File: config.mk
export PLATFORM = sky130hd
export DESIGN_NAME = framebuffer_scanout
export DESIGN_NICKNAME = d
export VERILOG_FILES = /design/src/rtl/video_pkg.sv /design/src/rtl/video_timing_counter.sv /design/src/rtl/framebuffer_scanout.sv
export SDC_FILE = /design/constraint.sdc
export NUM_CORES = 1
export LEC_CHECK = 0
export BUFFER_PORTS_ARGS = -buffer_cell sky130_fd_sc_hd__buf_2
export CAP_MARGIN = 10
export CORE_ASPECT_RATIO = 1.5
export CORE_UTILIZATION = 52
export CTS_CLUSTER_SIZE = 24
export DETAILED_ROUTE_END_ITERATION = 6
export PLACE_DENSITY = 0.77
export SETUP_SLACK_MARGIN = 0.1
export SLEW_MARGIN = 20
export SYNTH_ARGS = -nofsm -noshare
export SYNTH_HDL_FRONTEND = slang
export SYNTH_SLANG_ARGS = --single-unit
File: constraint.sdc
create_clock -name clk -period 2 [get_ports clk]
set_input_delay 0.2 -clock clk [delete_from_list [all_inputs] [get_ports clk]]
set_output_delay 0.2 -clock clk [all_outputs]
set_load 0.02 [all_outputs]
File: src/rtl/video_pkg.sv
// Shared types and default raster timing for the display scanout path.
package video_pkg;

    localparam int unsigned DEF_DISPLAY_WIDTH  = 100;
    localparam int unsigned DEF_DISPLAY_HEIGHT = 100;
    localparam int unsigned DEF_H_FRONT        = 4;
    localparam int unsigned DEF_H_SYNC         = 8;
    localparam int unsigned DEF_H_BACK         = 4;
    localparam int unsigned DEF_V_FRONT        = 2;
    localparam int unsigned DEF_V_SYNC         = 2;
    localparam int unsigned DEF_V_BACK         = 2;
    localparam int unsigned RGB565_BITS        = 16;

    typedef struct packed {
        logic [4:0] r;
        logic [5:0] g;
        logic [4:0] b;
    } rgb565_t;

    typedef enum logic {
        IDLE,
        RUN
    } scan_state_t;

    // Counter width for a modulus, never narrower than one bit.
    function automatic int unsigned cnt_bits(input int unsigned modulus);
        return (modulus > 1) ? $clog2(modulus) : 1;
    endfunction

endpackage

File: src/rtl/video_timing_counter.sv
// Raster h/v position counters with active, sync and frame-wrap decode.
module video_timing_counter
    import video_pkg::*;
#(
    parameter int unsigned DISPLAY_WIDTH  = DEF_DISPLAY_WIDTH,
    parameter int unsigned DISPLAY_HEIGHT = DEF_DISPLAY_HEIGHT,
    parameter int unsigned H_FRONT        = DEF_H_FRONT,
    parameter int unsigned H_SYNC         = DEF_H_SYNC,
    parameter int unsigned H_BACK         = DEF_H_BACK,
    parameter int unsigned V_FRONT        = DEF_V_FRONT,
    parameter int unsigned V_SYNC         = DEF_V_SYNC,
    parameter int unsigned V_BACK         = DEF_V_BACK,
    localparam int unsigned H_TOTAL = DISPLAY_WIDTH + H_FRONT + H_SYNC + H_BACK,
    localparam int unsigned V_TOTAL = DISPLAY_HEIGHT + V_FRONT + V_SYNC + V_BACK,
    localparam int unsigned HW      = cnt_bits(H_TOTAL),
    localparam int unsigned VW      = cnt_bits(V_TOTAL)
) (
    input  logic          clk,
    input  logic          rst,
    input  logic          en,
    output logic [HW-1:0] h_cnt,
    output logic [VW-1:0] v_cnt,
    output logic          active,
    output logic          hs,
    output logic          vs,
    output logic          frame_wrap
);

    localparam logic [HW-1:0] H_LAST       = HW'(H_TOTAL - 1);
    localparam logic [HW-1:0] H_ACT_END    = HW'(DISPLAY_WIDTH);
    localparam logic [HW-1:0] H_SYNC_START = HW'(DISPLAY_WIDTH + H_FRONT);
    localparam logic [HW-1:0] H_SYNC_END   = HW'(DISPLAY_WIDTH + H_FRONT + H_SYNC);
    localparam logic [VW-1:0] V_LAST       = VW'(V_TOTAL - 1);
    localparam logic [VW-1:0] V_ACT_END    = VW'(DISPLAY_HEIGHT);
    localparam logic [VW-1:0] V_SYNC_START = VW'(DISPLAY_HEIGHT + V_FRONT);
    localparam logic [VW-1:0] V_SYNC_END   = VW'(DISPLAY_HEIGHT + V_FRONT + V_SYNC);

    logic h_last;
    logic v_last;

    assign h_last = (h_cnt == H_LAST);
    assign v_last = (v_cnt == V_LAST);

    // Counters sit at the origin whenever scanout is not running.
    always_ff @(posedge clk) begin
        if (rst || !en) begin
            h_cnt <= '0;
            v_cnt <= '0;
        end else if (h_last) begin
            h_cnt <= '0;
            v_cnt <= v_last ? '0 : v_cnt + VW'(1);
        end else begin
            h_cnt <= h_cnt + HW'(1);
        end
    end

    always_comb begin
        active     = en && (h_cnt < H_ACT_END) && (v_cnt < V_ACT_END);
        hs         = en && (h_cnt >= H_SYNC_START) && (h_cnt < H_SYNC_END);
        vs         = en && (v_cnt >= V_SYNC_START) && (v_cnt < V_SYNC_END);
        frame_wrap = en && h_last && v_last;
    end

endmodule

File: src/rtl/framebuffer_scanout.sv
// Walks the RGB565 framebuffer in raster order and emits pixels aligned to
// hsync/vsync/de with a fixed two-cycle latency from the counter position.
module framebuffer_scanout
    import video_pkg::*;
#(
    parameter int unsigned DISPLAY_WIDTH         = DEF_DISPLAY_WIDTH,
    parameter int unsigned DISPLAY_HEIGHT        = DEF_DISPLAY_HEIGHT,
    parameter int unsigned H_FRONT               = DEF_H_FRONT,
    parameter int unsigned H_SYNC                = DEF_H_SYNC,
    parameter int unsigned H_BACK                = DEF_H_BACK,
    parameter int unsigned V_FRONT               = DEF_V_FRONT,
    parameter int unsigned V_SYNC                = DEF_V_SYNC,
    parameter int unsigned V_BACK                = DEF_V_BACK,
    parameter int unsigned FRAMEBUFFER_DATA_BITS = RGB565_BITS,
    parameter int unsigned FRAMEBUFFER_SIZE      = DISPLAY_WIDTH * DISPLAY_HEIGHT,
    parameter int unsigned FRAMEBUFFER_ADDR_BITS = $clog2(FRAMEBUFFER_SIZE)
) (
    input  logic                             clk,
    input  logic                             rst,
    input  logic                             enable,
    output logic [FRAMEBUFFER_ADDR_BITS-1:0] fb_rd_addr,
    input  logic [FRAMEBUFFER_DATA_BITS-1:0] fb_rd_data,
    output logic [4:0]                       pixel_r,
    output logic [5:0]                       pixel_g,
    output logic [4:0]                       pixel_b,
    output logic                             de,
    output logic                             hsync_n,
    output logic                             vsync_n,
    output logic                             frame_done
);

    localparam int unsigned H_TOTAL = DISPLAY_WIDTH + H_FRONT + H_SYNC + H_BACK;
    localparam int unsigned V_TOTAL = DISPLAY_HEIGHT + V_FRONT + V_SYNC + V_BACK;
    localparam int unsigned HW      = cnt_bits(H_TOTAL);
    localparam int unsigned VW      = cnt_bits(V_TOTAL);
    localparam int unsigned AW      = FRAMEBUFFER_ADDR_BITS;

    localparam logic [AW-1:0] ADDR_LAST  = AW'(FRAMEBUFFER_SIZE - 1);
    localparam logic [HW-1:0] H_PIX_LAST = HW'(DISPLAY_WIDTH - 1);
    localparam logic [VW-1:0] V_PIX_LAST = VW'(DISPLAY_HEIGHT - 1);

    scan_state_t   state;
    logic          run;
    logic [HW-1:0] h_cnt;
    logic [VW-1:0] v_cnt;
    logic          active;
    logic          hs;
    logic          vs;
    logic          frame_wrap;
    logic          last_pix;

    logic          s1_valid;
    logic          s1_active;
    logic          s1_hs;
    logic          s1_vs;
    logic          s1_last;
    logic          s1_de;
    rgb565_t       px;

    assign run = (state == RUN);

    video_timing_counter #(
        .DISPLAY_WIDTH (DISPLAY_WIDTH),
        .DISPLAY_HEIGHT(DISPLAY_HEIGHT),
        .H_FRONT       (H_FRONT),
        .H_SYNC        (H_SYNC),
        .H_BACK        (H_BACK),
        .V_FRONT       (V_FRONT),
        .V_SYNC        (V_SYNC),
        .V_BACK        (V_BACK)
    ) u_timing (
        .clk       (clk),
        .rst       (rst),
        .en        (run),
        .h_cnt     (h_cnt),
        .v_cnt     (v_cnt),
        .active    (active),
        .hs        (hs),
        .vs        (vs),
        .frame_wrap(frame_wrap)
    );

    assign last_pix = active && (h_cnt == H_PIX_LAST) && (v_cnt == V_PIX_LAST);

    // enable only matters in IDLE or at the frame wrap, so a frame always completes.
    always_ff @(posedge clk) begin
        if (rst) begin
            state <= IDLE;
        end else begin
            case (state)
                IDLE: if (enable)                 state <= RUN;
                RUN:  if (frame_wrap && !enable)  state <= IDLE;
            endcase
        end
    end

    // Incremental read address; saturates after the last pixel until the wrap.
    always_ff @(posedge clk) begin
        if (rst || !run || frame_wrap) begin
            fb_rd_addr <= '0;
        end else if (active && (fb_rd_addr != ADDR_LAST)) begin
            fb_rd_addr <= fb_rd_addr + AW'(1);
        end
    end

    // Stage 1: timing decode delayed to meet the RAM read data.
    always_ff @(posedge clk) begin
        if (rst) begin
            s1_valid  <= 1'b0;
            s1_active <= 1'b0;
            s1_hs     <= 1'b0;
            s1_vs     <= 1'b0;
            s1_last   <= 1'b0;
        end else begin
            s1_valid  <= run;
            s1_active <= active;
            s1_hs     <= hs;
            s1_vs     <= vs;
            s1_last   <= last_pix;
        end
    end

    assign s1_de = s1_valid && s1_active;
    assign px    = rgb565_t'(fb_rd_data[RGB565_BITS-1:0]);

    // Stage 2: registered video outputs, colour blanked outside active video.
    always_ff @(posedge clk) begin
        if (rst) begin
            de         <= 1'b0;
            hsync_n    <= 1'b1;
            vsync_n    <= 1'b1;
            frame_done <= 1'b0;
            pixel_r    <= '0;
            pixel_g    <= '0;
            pixel_b    <= '0;
        end else begin
            de         <= s1_de;
            hsync_n    <= !(s1_valid && s1_hs);
            vsync_n    <= !(s1_valid && s1_vs);
            frame_done <= s1_valid && s1_last;
            pixel_r    <= s1_de ? px.r : '0;
            pixel_g    <= s1_de ? px.g : '0;
            pixel_b    <= s1_de ? px.b : '0;
        end
    end

endmodule

==> implementation parameters <==
Parameter                              Value

Floorplanning
  Number of rows created at floorplan    28
  Horizontal die dimension    55.32 microns
  Total die area    0.004534 sq mm
  Count of pins on the block boundary    53
  Die Y-Extent    around 80 microns
  Placeable Area    0.004029 sq mm
  Initial cell density of the core    between 50% and 60%

Worst setup path
  Critical path arrival    2060 ps
  Critical path, cell by cell    ha_1 > or3b_2 > nor4_1 > xnor2_1 > nor2_1
  Worst setup EP type    flip-flop
  Setup CP Type    flip-flop to flip-flop
  Required time reported for the critical path endpoint    approximately 2200 ps
  Largest fanout on the critical path    4
  Slowest-stage cell, CP    sky130_fd_sc_hd__or3b_2
  Critical path launch point type    flip-flop
  Worst reg-to-reg path cell count    5
  Max stage delay on crit path    510 ps

STA
  Fmax achieved    541.9 MHz
  Worst rel slew slack    55.87%
  Slew at the pin closest to its max-slew limit    roughly 660 ps
  Clock Skews    12.16 ps
  Fin worst setup slack    154.7 ps
  Setup repair after global routing missed its margin    false
  Final hold violations    0
  Total Negative Setup Slacks    0 ps
  Fraction of the cycle the final worst path needs    92.27%
  Setup violation total in the final timing report    0
  Slew Viols, Final    0
  Worst hold margin    ~100 ps
  Period minus WS final    about 1800 ps

Synth
  Cells after synthesis    about 230
  Share of synthesized flip-flops with an asynchronous set or reset    0%
  Xor/xnor cell area share of the yosys netlist    3.555%
  Number of nets in the synthesized netlist    252
  Synthesis-stage register bit count    54
  Share of synthesized area spent on multiplexers    1.354%
  Fraction of post-synthesis cell area in the top cell type by area    48.76%
  EDFF count, synth    0
  Main synth FF type    sky130_fd_sc_hd__dfxtp_1
  Post-synthesis adder-cell area fraction    under 10%
  Top cell type by total area after synthesis    sky130_fd_sc_hd__dfxtp_1
  Most area-consuming cells after synthesis    sky130_fd_sc_hd__dfxtp_1 (49%), sky130_fd_sc_hd__and3_1 (6.2%), sky130_fd_sc_hd__nand3_1 (3.4%), sky130_fd_sc_hd__or4_1 (3.4%), sky130_fd_sc_hd__o31ai_1 (3.0%)
  Most frequent cell after synthesis    sky130_fd_sc_hd__dfxtp_1
  Combinational family with the most area after synthesis    simple AND/OR/NAND/NOR gates
  Share of the synthesized area in compound gates (AO/OA/AOI/OAI)    9.029%
  Total number of yosys warnings    0
  Top post-synthesis cells by count    sky130_fd_sc_hd__dfxtp_1 (54), sky130_fd_sc_hd__and3_1 (22), sky130_fd_sc_hd__nand2_1 (15), sky130_fd_sc_hd__nand3_1 (15)
  Syn Std Cell Area    between 0.002 and 0.0025 sq mm
  Portion of the post-synthesis area used by sequential elements    between 40 and 50%
  Number of library cell types mapped by synthesis    41
  Average cell area after synthesis    9.724 sq um
  Simple-gate area share of the yosys netlist    30.47%

Outcome
  Outcome    completed

CTS
  H-tree levels    2
  Clock latency of the later-clocked register in the worst-skew pair    just over 300 ps
  Clk Tree Root Cell    sky130_fd_sc_hd__clkbuf_8
  Largest buffer count on any clock path    2
  Clk pin slew, worst setup/hold paths    100 ps
  # clock sinks    54
  TritonCTS buffer count    5
  CTS tree    yes

Power and ir drop
  LEAKAGE    1.167 nW
  Peak supply drop    0.6398 mV
  Pwr dens    ~720 mW/mm^2

Placed design
  Post-detail-place hpwl    3.277 mm
  Pre-CTS WS    approximately 110 ps
  IO buf count    52
  Final weighted congestion in routability-driven placement    0.9016
  Post-detailed-placement cell area    0.002546 sq mm
  Number of placed instances with taps included    ~320

Routing
  Number of routed nets with antenna violations    0
  Residual DRC count    0
  Via Count    1899
  Routed vias/inst    5.703
  WL per Instance    14.33 microns
  Length of the first detailed-routing pass in iterations    4
  Drt total wl    between 4 and 5 mm
  Initial detailed-routing violation count    84

Final layout
  Inserted Diodes    0
  Area growth syn-to-layout    21.78%
  Layout net count    311
  Post-route non-filler standard cell count    333
  Fraction of layout cells with a size suffix above 1    28.13%
  Summed area of non-filler cells in the final layout    around 0.0027 sq mm

Hold path
  Hold WC Path Type    input port to flip-flop
  Depth of the worst hold-timing path    2

Global route
  Wire length of the first global-routing pass    7.576 mm
  Vias in the first global route    1657
  Initial antenna violation count    0
  GRT overflow    0
  Largest net degree at the start of global routing    25
  Overall fraction of global-route tracks in use    21.19%

Flow run
  # Max-Cap Violations    0
layout make-up:
| type | instances | area, sq um |
|---|---|---|
| inverter | 7 | 26.28 |
| fill | 336 | 1329 |
| clock buffer | 6 | 82.58 |
| clock inverter | 2 | 38.79 |
| sequential | 54 | 1081 |
| timing repair buffer | 62 | 335.3 |
| tap | 45 | 56.30 |
| multi-input combinational | 157 | 1080 |
worst max-delay path, delay by kind of cell (launching register included):
kind | cells | cell delay, ps
simple gates | 3 | 980
fa+ha+maj | 1 | 230
xor+xnor | 1 | 170
flops | 1 | 380
metrics by stage:
step | util, % | power (W)
floorplan | - | 0.001170
global placement | 63.20 | 0.001199
detailed placement | 63.20 | 0.001202
CTS | 66.49 | 0.001967
global route | 67.02 | 0.002023
finish | 67.02 | 0.001954
worst paths after layout:
path | from | end | slack [ps]
worst min register to register | s1_vs | vsync_n | 370
worst max-delay path | u_timing.h_cnt[0] | u_timing.v_cnt[5] | 150
worst max register to register | u_timing.h_cnt[0] | u_timing.v_cnt[5] | 150
worst min-delay path | rst | s1_active | 100
report_power, final:
group | internal (W) | total [W] | switching [W] | leakage, nW
Clock | 0.000412 | 0.000772 | 0.000360 | 0.0618
Sequential | 0.00109 | 0.00110 | 0.0000127 | 0.436
Combinational | 0.0000333 | 0.0000844 | 0.0000511 | 0.669
Total | 0.00153 | 0.00195 | 0.000423 | 1.17
flip-flops by register name, summed over array words and instances, names as in the netlist, 5 cells and up:
name            count
pixel_b             5
pixel_g             6
fb_rd_addr         14
u_timing.h_cnt      7
u_timing.v_cnt      7
pixel_r             5
what timing repair did:
item | CTS | global route
cloned | 0 | 1
setup buffers | 0 | 0
resized for setup | 1 | 1
pin swaps | 0 | 1
endpoints found under the setup margin | 1 | 5
hold buffers | 0 | 0
cells by family after synthesis:
family,after synthesis
and+or+nand+nor,109
DFF,54
AOI/OAI and AO/OA,30
buffers and inverters,18
xor gates and xnor gates,9
adders and majority gates,5
muxes,3
layout by cell type (no fill, tap or decap), types with 2 or more instances in the layout:
cell type | Yosys | final
sky130_fd_sc_hd__nor3_4 | 1 | 2
sky130_fd_sc_hd__and4_1 | 3 | 3
sky130_fd_sc_hd__nand4_1 | 4 | 4
sky130_fd_sc_hd__nand3b_1 | 4 | 4
sky130_fd_sc_hd__o21ai_0 | 3 | 3
sky130_fd_sc_hd__nor3_1 | 3 | 3
sky130_fd_sc_hd__nand3_1 | 15 | 15
sky130_fd_sc_hd__xor2_1 | 4 | 4
sky130_fd_sc_hd__inv_1 | 7 | 7
sky130_fd_sc_hd__buf_4 | 0 | 10
sky130_fd_sc_hd__nor2_1 | 13 | 13
sky130_fd_sc_hd__dfxtp_1 | 54 | 54
sky130_fd_sc_hd__buf_2 | 4 | 52
sky130_fd_sc_hd__o31ai_1 | 9 | 9
sky130_fd_sc_hd__xnor2_1 | 5 | 5
sky130_fd_sc_hd__mux2i_1 | 3 | 3
sky130_fd_sc_hd__nand2_1 | 15 | 15
sky130_fd_sc_hd__nand2b_1 | 3 | 3
sky130_fd_sc_hd__ha_1 | 5 | 5
sky130_fd_sc_hd__a21oi_1 | 13 | 13
sky130_fd_sc_hd__nor4_1 | 3 | 3
sky130_fd_sc_hd__and2_1 | 3 | 3
sky130_fd_sc_hd__and3_1 | 22 | 22
sky130_fd_sc_hd__or4_1 | 10 | 10
sky130_fd_sc_hd__clkbuf_8 | 0 | 6
routing by layer:
layer | vias up | routed length, microns | share of wire [%] | global-route usage, %
met1 | 897 | 1909 | 40 | 22.65
met3 | 6 | 239 | 5.0 | 4.567
met5 | - | 0 | 0 | 0
met2 | 49 | 2560 | 54 | 40.60
met4 | 0 | 61 | 1.3 | 8.000
li1 | 947 | - | - | -
(Power assumes the default switching activity.)
